===== config.mk =====
export PLATFORM = sky130hd
export DESIGN_NAME = sample_queue_flat
export DESIGN_NICKNAME = d
export VERILOG_FILES = /design/src/rtl/sample_queue_if.sv /design/src/rtl/sample_queue.sv /design/src/flat_wrapper.sv
export SDC_FILE = /design/constraint.sdc
export NUM_CORES = 1
export LEC_CHECK = 0
export ABC_CLOCK_PERIOD_IN_PS = 3050
export BUFFER_PORTS_ARGS = -buffer_cell sky130_fd_sc_hd__buf_2
export CORE_ASPECT_RATIO = 1.5
export CORE_MARGIN = 2
export CORE_UTILIZATION = 35
export DETAILED_ROUTE_END_ITERATION = 6
export SLEW_MARGIN = 20
export SYNTH_ARGS = -nofsm -noshare
export SYNTH_HDL_FRONTEND = slang
export SYNTH_SLANG_ARGS = --single-unit

===== constraint.sdc =====
create_clock -name clk -period 3.05 [get_ports clk]
set_input_delay 0.305 -clock clk [delete_from_list [all_inputs] [get_ports clk]]
set_output_delay 0.305 -clock clk [all_outputs]
set_load 0.05 [all_outputs]

===== src/rtl/sample_queue_if.sv =====
// Handshake bundle between a sample producer/consumer and the sample_queue FIFO.
// The producer/consumer side uses the master modport; the queue uses the slave modport.
interface sample_queue_if #(
    parameter int DATA_W = 16,
    parameter int ADDR_W = 3
);
    logic              in_valid;
    logic [DATA_W-1:0] in_data;
    logic              deq_en;
    logic              out_valid;
    logic [DATA_W-1:0] out_data;
    logic [ADDR_W:0]   len_out;
    logic              full;
    logic              empty;
    logic              overflow;

    modport master (
        output in_valid, in_data, deq_en,
        input  out_valid, out_data, len_out, full, empty, overflow
    );

    modport slave (
        input  in_valid, in_data, deq_en,
        output out_valid, out_data, len_out, full, empty, overflow
    );
endinterface


===== src/rtl/sample_queue.sv =====
// Circular FIFO that buffers timer samples for a later consumer.
// It reports occupancy and a sticky flag for samples lost while the FIFO was full.
module sample_queue #(
    parameter int DATA_W = 16,
    parameter int DEPTH  = 8,
    parameter int ADDR_W = 3
) (
    input  logic             clk,
    input  logic             rst,
    sample_queue_if.slave    bus
);
    localparam logic [ADDR_W:0]   FULL_COUNT = (ADDR_W+1)'(DEPTH);
    localparam logic [ADDR_W:0]   COUNT_ONE  = (ADDR_W+1)'(1);
    localparam logic [ADDR_W-1:0] PTR_ONE    = ADDR_W'(1);

    logic [DATA_W-1:0] mem_r [DEPTH];
    logic [ADDR_W-1:0] wr_ptr_r;
    logic [ADDR_W-1:0] rd_ptr_r;
    logic [ADDR_W:0]   count_r;
    logic              out_valid_r;
    logic [DATA_W-1:0] out_data_r;
    logic              overflow_r;

    logic              full_s;
    logic              empty_s;
    logic              deq_ok_s;
    logic              enq_ok_s;
    logic              drop_s;

    // Decode flags from the registered count and evaluate acceptance terms.
    always_comb begin
        full_s   = (count_r == FULL_COUNT);
        empty_s  = (count_r == '0);
        deq_ok_s = bus.deq_en & ~empty_s;
        // A full FIFO can still take a sample when the same edge frees a slot.
        enq_ok_s = bus.in_valid & (~full_s | deq_ok_s);
        drop_s   = bus.in_valid & ~enq_ok_s;
    end

    // Sample storage; never reset, since stale entries are unreachable.
    always_ff @(posedge clk) begin
        if (enq_ok_s) begin
            mem_r[wr_ptr_r] <= bus.in_data;
        end else begin
            mem_r[wr_ptr_r] <= mem_r[wr_ptr_r];
        end
    end

    // Pointers, occupancy, popped data and the sticky overflow flag.
    always_ff @(posedge clk or posedge rst) begin
        if (rst) begin
            wr_ptr_r    <= '0;
            rd_ptr_r    <= '0;
            count_r     <= '0;
            out_valid_r <= 1'b0;
            out_data_r  <= '0;
            overflow_r  <= 1'b0;
        end else begin
            if (enq_ok_s) begin
                wr_ptr_r <= wr_ptr_r + PTR_ONE;
            end
            if (deq_ok_s) begin
                out_data_r  <= mem_r[rd_ptr_r];
                rd_ptr_r    <= rd_ptr_r + PTR_ONE;
                out_valid_r <= 1'b1;
            end else begin
                out_valid_r <= 1'b0;
            end
            case ({enq_ok_s, deq_ok_s})
                2'b10:   count_r <= count_r + COUNT_ONE;
                2'b01:   count_r <= count_r - COUNT_ONE;
                default: count_r <= count_r;
            endcase
            if (drop_s) begin
                overflow_r <= 1'b1;
            end
        end
    end

    assign bus.out_valid = out_valid_r;
    assign bus.out_data  = out_data_r;
    assign bus.overflow  = overflow_r;
    assign bus.len_out   = count_r;
    assign bus.full      = full_s;
    assign bus.empty     = empty_s;
endmodule


===== src/flat_wrapper.sv =====
// flat-port wrapper written by rule: the top's interface ports become plain ports
module sample_queue_flat 
#(
    parameter int DATA_W = 16,
    parameter int DEPTH  = 8,
    parameter int ADDR_W = 3
)
  (clk, rst, bus_in_valid, bus_in_data, bus_deq_en, bus_out_valid, bus_out_data, bus_len_out, bus_full, bus_empty, bus_overflow);
  sample_queue_if #(.DATA_W(DATA_W), .ADDR_W(ADDR_W)) bus_i ();
  input  logic clk;
  input  logic rst;
  input wire logic [$bits(bus_i.in_valid)-1:0] bus_in_valid;
  input wire logic [$bits(bus_i.in_data)-1:0] bus_in_data;
  input wire logic [$bits(bus_i.deq_en)-1:0] bus_deq_en;
  output wire logic [$bits(bus_i.out_valid)-1:0] bus_out_valid;
  output wire logic [$bits(bus_i.out_data)-1:0] bus_out_data;
  output wire logic [$bits(bus_i.len_out)-1:0] bus_len_out;
  output wire logic [$bits(bus_i.full)-1:0] bus_full;
  output wire logic [$bits(bus_i.empty)-1:0] bus_empty;
  output wire logic [$bits(bus_i.overflow)-1:0] bus_overflow;
  assign bus_i.in_valid = bus_in_valid;
  assign bus_i.in_data = bus_in_data;
  assign bus_i.deq_en = bus_deq_en;
  assign bus_out_valid = bus_i.out_valid;
  assign bus_out_data = bus_i.out_data;
  assign bus_len_out = bus_i.len_out;
  assign bus_full = bus_i.full;
  assign bus_empty = bus_i.empty;
  assign bus_overflow = bus_i.overflow;
  sample_queue #(.DATA_W(DATA_W), .DEPTH(DEPTH), .ADDR_W(ADDR_W)) u_core (.clk(clk), .rst(rst), .bus(bus_i));
endmodule

# Word-level counts from Yosys, hierarchy flattened
# Memory sizes are Yosys's and may differ from the RTL's. A register that Yosys moved wholly into a read port is not among the register bits.
# Index checks and enable logic that the tools add are counted.
# word_totals
reg_bits	12
latch_bits	0
ram_bits	128
rom_bits	0
word_cells	31
n_memories	1
# op_classes
n_addsub	4
n_mul	0
div	0
n_lt_le_gt_ge	0
n_eq_ne	4
shifts	0
muxes	6
bitwise	8
reduce_logical	3
# mem_list
memory	words	width	rd	rd_clocked_by_memory_dff	wr	line_no	text
u_core.mem_r	8	16	1	1	1	sample_queue.sv:16	logic [DATA_W-1:0] mem_r [DEPTH];
# ops
cell	n
16-bit two-way mux	1
4-bit case mux with 2 select lines	1
3-bit by 1-bit adder with 3-bit output (second input constant)	2
4-bit by 1-bit adder with 4-bit output (second input constant)	1
4-bit equality test (second input constant)	1
4-bit zero test	1
1-bit two-way mux	4
4-bit by 1-bit subtractor with 4-bit output (second input constant)	1
1-bit AND	3
1-bit inverter	3
2-bit by 1-bit equality test with 1-bit output (second input constant)	1
2-bit equality test (second input constant)	1
1-bit OR	2
2-bit AND reduction	1
2-bit nonzero test	1
0-bit != test	1

# Longest topological paths before layout
# Gate-level depths: netlist (run 1).
# depth
ltp_word	8
depth_mapped	9
depth_no_buf	9

# Worst setup path before layout (run 1)
# Ideal clock, no wire load.
# synth_path
path_kind	register -> register
from	register u_core.count_r[0], in the netlist u_core.bus.len_out[0]
to	memory u_core.mem_r[0][0], enable pin
arrival_ns	2.762
required_time_ns	2.620
slack_ns	-0.142
path_stages_with_launch	5
n_path_buf	0
path_cell_list	dfrtp_1 -> or4b_4 -> o21a_4 -> inv_6 -> nor4_1
# synth_via
elab_chain_cells	8
elab_cells_between_ends	12
# synth_rtl
element	line_no	text
start: declaration	sample_queue.sv:19	logic [ADDR_W:0] count_r;
start signal: assignment	sample_queue.sv:70	2'b10: count_r <= count_r + COUNT_ONE;
start signal: assignment	sample_queue.sv:71	2'b01: count_r <= count_r - COUNT_ONE;
start signal: assignment	sample_queue.sv:72	default: count_r <= count_r;
4-bit zero test	sample_queue.sv:33	empty_s = (count_r == '0);
1-bit inverter	sample_queue.sv:34	deq_ok_s = bus.deq_en & ~empty_s;
1-bit AND	sample_queue.sv:34	
1-bit OR (*)	sample_queue.sv:36	enq_ok_s = bus.in_valid & (~full_s | deq_ok_s);
1-bit AND (*)	sample_queue.sv:36	
1-bit two-way mux, on equally long branches	sample_queue.sv:42, sample_queue.sv:45	
1-bit two-way mux (not written as such) or 2-bit AND reduction (tied branches)	-	
1-bit OR (no source line) (*)	-	
end: declaration	sample_queue.sv:16	
# Every way passes the cells marked *; elsewhere a longest branch is shown, timed or not.

# Worst setup path in the final report (run 1)
# layout_path
from	register u_core.count_r[2], in the netlist u_core.bus.len_out[2]
to	register u_core.count_r[3], in the netlist u_core.bus.len_out[3]
# layout_via
elab_chain_cells	7
elab_cells_between_ends	13
# layout_rtl
element	line_no	text
4-bit zero test	sample_queue.sv:33	
1-bit inverter	sample_queue.sv:34	
1-bit AND	sample_queue.sv:34	
1-bit OR	sample_queue.sv:36	
1-bit AND	sample_queue.sv:36	
2-bit by 1-bit equality test with 1-bit output or 2-bit equality test (tied branches)	sample_queue.sv:69	case ({enq_ok_s, deq_ok_s})
4-bit case mux with 2 select lines or 2-bit nonzero test (tied branches)	-	
# Several ways; a longest one is shown, not always the timed one.
# A chain may end at the register's enable or synchronous reset.

==> results.yml, run 1 <==
run_status:
  outcome: "completed"
logic_synthesis:
  synthCells: 366
  syn_nets: 392
  synth_cell_types: 36
  synth_warnings: 0
  syn_avg_cell_area_um2: 16.92
  synth_edf_count: 128
  synth_top_area_share_pct: 62.06
  synthXorXnorAreaFrac_pct: 0.8485
  synth_compound_area_share_pct: 6.768
  ys_top_cells_by_area: "edfxtp_1, dfrtp_1, mux2_2"
  synth_flop_cell: "edfxtp_1"
  synth_seq_cells: 156
  synth_adder_area_share_pct: 1.333
  syn_area_um2: 6193
  synth_top_family_by_area: "multiplexers"
  yosys.area_share.simple_pct: 3.899
  synth_largest_area_cell: "edfxtp_1"
  async_flop_share_pct: 17.95
  synth_seq_area_share_pct: 73.37
  muxShareOfSynthArea_pct: 11.15
sta:
  clock_skew_ns: 0.008666
  period_share_pct: 91.45
  rsz0062_at_grt: "false"
  fmax_mhz: 358.5
  report.final.slew_viol_count: 0
  timing.hold.ws_ns: 0.01106
  setup_viol: 0
  slew-limit-headroom_pct: 44.22
  min_period_ns: 2.789
  worstMarginPinSlew_ns: 0.8347
  hold_viol: 0
  finalSetupTns_ns: 0
finish:
  mostFrequentLayoutCells: "edfxtp_1, buf_2, mux2i_1, mux2_2, nand2_1"
  layout-drive-gt1-share_pct: 28.47
  final_nets: 452
  area_delta_synth_final_pct: 17.05
  diodes: 0
  multi_input_area_um2: 1521
  nFillCells: 1515
  final_common_cell: "edfxtp_1"
  final-seq-area_um2: 4546
power:
  p_int_mw: 4.799
  leakage_nw: 2.658
  pwr-share-comb_pct: 34.4
  seq_power_share_pct: 40.1
  power_switching_share_pct: 35.87
  power_frac_clock_pct: 25.5
  p_sw_mw: 2.683
  peakVddDrop_mv: 0.6562
  p_per_area_nw_per_um2: 1032
floorplanning:
  die_x_um: 112.6
  core_region_area_um2: 17350
  initial_core_util_pct: 35.70
  io_pins: 44
  dieHeight_um: 166.9
  rows: 59
  dieArea_um2: 18800
place:
  post-dp-hpwl_um: 7100
  port_buffers: 43
  routabilityCongestion: 0.7458
worst_setup_path:
  start_kind: "flip-flop"
  r2r-end: "u_core.bus.len_out[3]"
  r2r_start: "u_core.bus.len_out[2]"
  r2r_cells: 8
  worstPathRequired_ns: 3.35
  critical_path_arrival_ns: 3.09
  r2r_slack_ns: 0.26
  crit_path_end_kind: "flip-flop"
  worstPathMaxFanout: 8
  critical_path_class: "reg -> reg"
grt:
  grt_max_degree: 43
  globalRoute.totalOverflow: 0
  globalRouteTotalUtil_pct: 13.40
  antenna_found_initial: 0
  grt_pass1_vias: 3373
  grt_first_pass_wirelength_um: 18600
clock_tree:
  cts_tree: "yes"
  cts.sinks: 156
  hold_buffers: 0
  clock_path_buffers: 2
  clk_pin_slew_worst_paths_ns: 0.06
  cts_resized: 0
  cts_buffers: 17
  clock_latency_ns: 0.41
  cts_max_level: 4
  cts-root-buf: "clkbuf_16"
  cts_setup_buffers: 0
drt:
  routedWlPerCell_um: 18.69
  via_per_inst: 4.986
  ant_nets: 0
  routed_wl_um: 12190
  drc: 0
  vias: 3251
  first_pass_iters: 6
  dr.first_iter.drc_count: 193
hold_path:
  min_path_type: "in -> async"
flow_run:
  maxCapViolCount: 0
[routing by layer]
metal / GRT usage (%) / vias to the layer above / share of wire (%)
li1: - / 1539 / -
met1: 15.14 / 1626 / 41
met2: 23.87 / 67 / 54
met3: 3.457 / 19 / 2.9
met4: 5.355 / 0 / 1.6
met5: 0 / - / 0
[cells in the mapped netlist, drive strengths merged, types with 7 or more instances]
| cell | n |
|---|---|
| mux2i | 33 |
| dfrtp | 28 |
| nand2 | 29 |
| inv | 9 |
| o21ai | 19 |
| mux2 | 32 |
| edfxtp | 128 |
| buf | 10 |
| a221o | 16 |
| o22ai | 16 |
| clkbuf | 7 |
[final cells by class]
type                            instances  share of cell area, %
Tap cell                              213                  3.676
Multi-Input combinational cell        184                  20.99
Timing Repair Buffer                   58                  4.695
Clock buffer                           21                  6.075
Inverter                                9                 0.5350
Clock inverter                         11                  1.329
Sequential cell                       156                  62.70
[state kept, by name (all words and copies together), names as in the netlist]
signal / count
u_core.bus.out_valid: 1
u_core.bus.overflow: 1
u_core.bus.len_out: 4
u_core.wr_ptr_r: 3
u_core.mem_r: 128
u_core.bus.out_data: 16
u_core.rd_ptr_r: 3
[how the worst max path moves through the flow]
stage	startpoint	endpoint	slack, ns	depth (start not counted)
2_1_floorplan	u_core.bus.len_out[0]	u_core.mem_r[1][0]	0.25	4
3_3_place_gp	u_core.bus.len_out[2]	u_core.bus.len_out[3]	0.39	8
3_5_place_dp	u_core.bus.len_out[2]	u_core.bus.len_out[3]	0.26	8
4_1_cts	u_core.bus.len_out[2]	u_core.bus.len_out[3]	0.26	8
5_1_grt	u_core.bus.len_out[2]	u_core.bus.len_out[3]	0.11	8
6_report	u_core.bus.len_out[2]	u_core.bus.len_out[3]	0.26	8
[logic make-up after synthesis]
| kind of cell | after synthesis |
|---|---|
| AO/OA/AOI/OAI | 56 |
| XOR/XNOR | 6 |
| AND/OR/NAND/NOR | 51 |
| multiplexers | 65 |
| adder cells (fa/ha/maj) | 6 |
| buffers and inverters | 26 |
| flip-flops | 156 |
[worst max-delay path, cell delays in order (launching register included)]
cell and delay, ns:
dfrtp_1 0.46, or4b_4 0.58, o21a_4 0.24, inv_6 0.09, ha_1 0.30, ha_1 0.29, a21oi_1 0.22, o21ai_0 0.16
o311ai_0 0.32
[stage by stage]
stage / cell area, um2 / setup slack [ns] / power, mW / instances / util, %
4_1_cts: 7249 / 0.2590 / 7.563 / 652 / 41.79
3_5_place_dp: 6713 / 0.2594 / 5.658 / 620 / 38.69
5_1_grt: 7249 / 0.1084 / 7.842 / 652 / 41.79
2_1_floorplan: 6200 / 0.2450 / 4.978 / 366 / -
3_3_place_gp: 6713 / 0.3883 / 5.602 / 620 / 38.69
6_report: 7249 / 0.2609 / 7.482 / 652 / 41.79
[power groups by stage]
| stage | Clock (mW) | Combinational, mW | Sequential [mW] |
|---|---|---|---|
| 3_5_place_dp | 0 | 2.61 | 3.05 |
| 6_report | 1.91 | 2.58 | 3.00 |
| 5_1_grt | 2.03 | 2.77 | 3.05 |
| 4_1_cts | 1.94 | 2.62 | 3.01 |
| 3_3_place_gp | 0 | 2.58 | 3.02 |
| 2_1_floorplan | 0 | 1.47 | 3.51 |
Power figures use the tool's default switching activity.
==> inputs of run 2 (changes only) <==
- BUFFER_PORTS_ARGS: -buffer_cell sky130_fd_sc_hd__buf_2 -> -buffer_cell sky130_fd_sc_hd__buf_4
==> run 2 against run 1 <==
Clock skew increased by 0.0013 ns. Combinational power increased by 2%. Clock power about the same. Routed wire length increased by 1.1%. Non-clock buffer count unchanged. Clock-buffer cell count decreased by 1. Global-route usage increased by 0.16 points. Die area unchanged. Maximum frequency increased by 0.31%. Via count increased by 0.74%. Worst hold slack improved by 0.027 ns. First-iteration DRC count increased by 24%. Critical path type unchanged.
==> results.yml, run 2 (synthesis gave the netlist of run 1 again) <==
run_status:
  outcome: "completed"
power:
  total_power_mw: 7.615
  power_frac_clock_pct: 25.4
  peakVddDrop_mv: 0.5418
  leakage_nw: 2.706
  p_per_area_nw_per_um2: 1033
  p_sw_mw: 2.755
  seq_power_share_pct: 39.8
  pwr-share-comb_pct: 34.7
  p_int_mw: 4.860
  power_switching_share_pct: 36.18
grt:
  grt_pass1_vias: 3352
  globalRoute.totalOverflow: 0
  antenna_found_initial: 0
  globalRouteTotalUtil_pct: 13.56
  grt_max_degree: 35
  grt_first_pass_wirelength_um: 18900
finish:
  diodes: 0
  final_nets: 452
  mostFrequentLayoutCells: "edfxtp_1, buf_4, mux2i_1, mux2_2, nand2_1"
  regMostFlops: "u_core.mem_r"
  largest_reg_flops: 128
  final_common_cell: "edfxtp_1"
  final_cell_area_um2: 7370
  area_delta_synth_final_pct: 18.99
  utilization_pct: 42.48
  layout-drive-gt1-share_pct: 29.61
  finalNonFillerCells: 652
worst_setup_path:
  worstPathMaxFanout: 8
  critical_path_arrival_ns: 3.08
  worstPathRequired_ns: 3.35
  start_kind: "flip-flop"
  r2r_cells: 8
  critical_path_class: "reg -> reg"
  r2r_slack_ns: 0.27
  r2r_start: "u_core.bus.len_out[2]"
  r2r-end: "u_core.bus.len_out[3]"
  crit_path_end_kind: "flip-flop"
place:
  place_ws_ns: 0.3006
  port_buffers: 43
  routabilityCongestion: 0.7808
  post-dp-hpwl_um: 7181
  placed_area_um2: 6820
  dpl.cell_count: 620
flow_run:
  maxCapViolCount: 0
clock_tree:
  cts_resized: 0
  cts_setup_buffers: 0
  clk_pin_slew_worst_paths_ns: 0.06
  cts_max_level: 4
  cts.sinks: 156
  clock_path_buffers: 2
  clock_latency_ns: 0.41
  cts_tree: "yes"
  cts_buffers: 17
  hold_buffers: 0
  cts-root-buf: "clkbuf_16"
sta:
  report.final.slew_viol_count: 0
  min_period_ns: 2.781
  clock_skew_ns: 0.009954
  fin_ws_ns: 0.2694
  fmax_mhz: 359.6
  period_share_pct: 91.17
  slew-limit-headroom_pct: 44.98
  hold_viol: 0
  finalSetupTns_ns: 0
  setup_viol: 0
  timing.hold.ws_ns: 0.03797
  worstMarginPinSlew_ns: 0.8233
  rsz0062_at_grt: "false"
drt:
  routed_wl_um: 12320
  routedWlPerCell_um: 18.90
  ant_nets: 0
  drc: 0
  first_pass_iters: 6
  via_per_inst: 5.023
  vias: 3275
  dr.first_iter.drc_count: 239
floorplanning:
  core_region_area_um2: 17350
  dieArea_um2: 18800
  rows: 59
  io_pins: 44
  die_x_um: 112.6
  dieHeight_um: 166.9
  initial_core_util_pct: 35.70
hold_path:
  min_path_type: "in -> async"
[run 2: cell type report]
| class | count | area, um2 |
|---|---|---|
| Sequential cell | 156 | 4546 |
| Inverter | 9 | 38.79 |
| Tap cell | 213 | 266.5 |
| Clock inverter | 12 | 102.6 |
| Fill cell | 1524 | 9978 |
| Timing Repair Buffer | 58 | 447.9 |
| Multi-Input combinational cell | 184 | 1521 |
| Clock buffer | 20 | 446.7 |
[run 2: critical path, stage by stage (launching register included)]
cell	delay, ns
dfrtp_1	0.47
or4b_4	0.59
o21a_4	0.24
inv_6	0.10
ha_1	0.31
ha_1	0.28
a21oi_1	0.23
o21ai_0	0.15
o311ai_0	0.31
[run 2: power by group through the flow]
stage	Sequential (mW)	Clock (mW)	Combinational, mW
floorplan	3.51	0	1.47
global placement	3.05	0	2.65
detailed placement	3.08	0	2.69
CTS	3.04	1.98	2.69
global route	3.09	2.09	2.84
finish	3.03	1.94	2.64
[run 2: layer usage]
metal | vias up | global-route usage [%] | part of all wire [%]
met4 | 0 | 5.408 | 1.6
met5 | - | 0 | 0
met3 | 18 | 2.475 | 2.5
li1 | 1542 | - | -
met2 | 63 | 25.62 | 56
met1 | 1652 | 14.66 | 40
[run 2: worst max-delay path by stage]
stage | slack [ns] | cells after the start | startpoint | end
global route | 0.08 | 8 | u_core.bus.len_out[2] | u_core.bus.len_out[3]
detailed placement | 0.30 | 8 | u_core.bus.len_out[2] | u_core.bus.len_out[3]
finish | 0.27 | 8 | u_core.bus.len_out[2] | u_core.bus.len_out[3]
global placement | 0.42 | 8 | u_core.bus.len_out[2] | u_core.bus.len_out[3]
CTS | 0.29 | 8 | u_core.bus.len_out[2] | u_core.bus.len_out[3]
floorplan | 0.25 | 4 | u_core.bus.len_out[0] | u_core.mem_r[1][0]
==> inputs of run 3 (changes only) <==
- BUFFER_PORTS_ARGS: -buffer_cell sky130_fd_sc_hd__buf_4 -> -buffer_cell sky130_fd_sc_hd__buf_2
- PLACE_DENSITY_LB_ADDON: not set -> 0.2
==> run 3 against run 2 <==
Utilization fell by 0.32 points. Sequential share of layout area grew 0.46 points. Global-route usage rose by 0.54 points. Die area stayed put. Cell count grew 0.46%. Cell area is 0.75% lower. Sequential power hardly changed. Clock-buffer cell count is 2 higher. Clock skew decreased by 0.0024 ns. Flip-flop and latch count is the same. Largest cell class unchanged. Maximum frequency down 3.2%.
==> results.yml, run 3 (synthesis gave the netlist of run 1 again) <==
clock_tree:
  cts_setup_buffers: 0
  cts-root-buf: "clkbuf_16"
  cts_max_level: 4
  clock_latency_ns: 0.40
  cts_buffers: 17
  clock_path_buffers: 2
  clk_pin_slew_worst_paths_ns: 0.06
  cts.sinks: 156
  cts_tree: "yes"
floorplanning:
  initial_core_util_pct: 35.70
  die_x_um: 112.6
  dieHeight_um: 166.9
  rows: 59
  core_region_area_um2: 17350
  io_pins: 44
  dieArea_um2: 18800
sta:
  setup_viol: 0
  clock_skew_ns: 0.007545
  min_period_ns: 2.872
  worstMarginPinSlew_ns: 0.8210
  period_share_pct: 94.17
  finalSetupTns_ns: 0
  report.final.slew_viol_count: 0
  rsz0062_at_grt: "false"
  hold_viol: 0
  fmax_mhz: 348.2
  slew-limit-headroom_pct: 45.14
worst_setup_path:
  critical_path_class: "reg -> reg"
  setup.worst_path.end: "u_core.bus.len_out[3]"
  r2r-end: "u_core.bus.len_out[3]"
  worstPathMaxFanout: 8
  r2r_start: "u_core.bus.len_out[2]"
  critical_path_arrival_ns: 3.17
  worstPathRequired_ns: 3.34
  crit_path_end_kind: "flip-flop"
  critPathLaunch: "u_core.bus.len_out[2]"
  start_kind: "flip-flop"
  r2r_slack_ns: 0.18
  r2r_cells: 8
drt:
  drc: 0
  ant_nets: 0
  first_pass_iters: 4
  routed_wl_um: 12820
  via_per_inst: 5.040
  dr.first_iter.drc_count: 130
  routedWlPerCell_um: 19.57
  vias: 3301
hold_path:
  min_path_type: "in -> reg"
grt:
  grt_pass1_vias: 3488
  globalRouteTotalUtil_pct: 14.10
  antenna_found_initial: 0
  grt_first_pass_wirelength_um: 19910
  globalRoute.totalOverflow: 0
  grt_max_degree: 35
power:
  total_power_mw: 7.659
  p_per_area_nw_per_um2: 1047
  leakage_nw: 2.688
  peakVddDrop_mv: 0.5084
finish:
  area_delta_synth_final_pct: 18.10
  mostFrequentLayoutCells: "edfxtp_1, buf_2, mux2i_1, mux2_2, nand2_1"
  final_nets: 454
  regMostFlops: "u_core.mem_r"
  largest_reg_flops: 128
  finalNonFillerCells: 655
  layout-drive-gt1-share_pct: 29.25
  final_common_cell: "edfxtp_1"
place:
  dpl.cell_count: 621
  post-dp-hpwl_um: 7576
  port_buffers: 43
  routabilityCongestion: 0.7821
flow_run:
  maxCapViolCount: 0
run_status:
  outcome: "completed"
==> run 3: cell types whose count changed in the layout (fill, tap and decap cells not counted), sizes merged <==
cell         delta
buf             +1
bufinv          +2
clkbuf          +2
clkinvlp        +2
diode           +1
dlygate4sd3     +1
inv             -6
==> run 3: what timing repair did <==
| item | in CTS | in global routing |
|---|---|---|
| hold endpoints to repair | 9 | 0 |
| hold buffers | 1 | 0 |
| setup endpoints to repair | 0 | 1 |
| resized for setup | 0 | 1 |
==> run 3: report_power, final <==
part	switching (mW)	leakage, nW	internal (mW)	total (mW)
combinational	1.64	0.918	0.930	2.57
sequential	0.271	1.50	2.76	3.03
clock	0.803	0.274	1.25	2.05
==> run 3: per-stage QoR <==
stage | setup WS (ns) | hold WS, ns | area, um2 | util [%]
detailed placement | 0.1520 | 0.4254 | 6720 | 38.74
floorplan | 0.2450 | 0.3704 | 6200 | -
CTS | 0.1353 | 0.1199 | 7312 | 42.15
global placement | 0.4018 | 0.4095 | 6720 | 38.74
global route | 0.02591 | 0.1310 | 7312 | 42.15
finish | 0.1778 | 0.1345 | 7315 | 42.16
==> run 3: per-layer routing <==
layer	up-vias	part of all wire (%)	global-route usage, %
li1	1539	-	-
met1	1683	42	17.01
met2	66	53	25.05
met3	13	3.8	2.766
met4	0	1.5	4.719
met5	-	0	0
==> run 3: how the worst min path moves through the flow <==
stage                      start               endpoint  cells after the start  slack [ns]
finish              bus_in_valid    u_core.bus.overflow                      2        0.13
global route        bus_in_valid    u_core.bus.overflow                      2        0.13
CTS                 bus_in_valid    u_core.bus.overflow                      2        0.12
detailed placement           rst    u_core.bus.overflow                      2        0.43
global placement             rst    u_core.bus.overflow                      2        0.41
floorplan                    rst  u_core.bus.len_out[0]                      1        0.37
==> run 3: layout make-up <==
class / count / area [um2]
clock inverter: 10 / 117.6
inverter: 9 / 38.79
fill: 1537 / 10030
clock buffer: 22 / 464.2
multi-input combinational: 184 / 1521
sequential: 156 / 4546
tap: 213 / 266.5
timing repair buffer: 60 / 357.8
antenna: 1 / 2.502
==> run 3: worst max-delay path: stages (launching register included) <==
cell and delay [ns]:
dfrtp_1 0.47, or4b_4 0.59, o21a_4 0.24, inv_6 0.10
ha_1 0.31, ha_1 0.29, a21oi_1 0.26, o21ai_0 0.17
o311ai_1 0.32
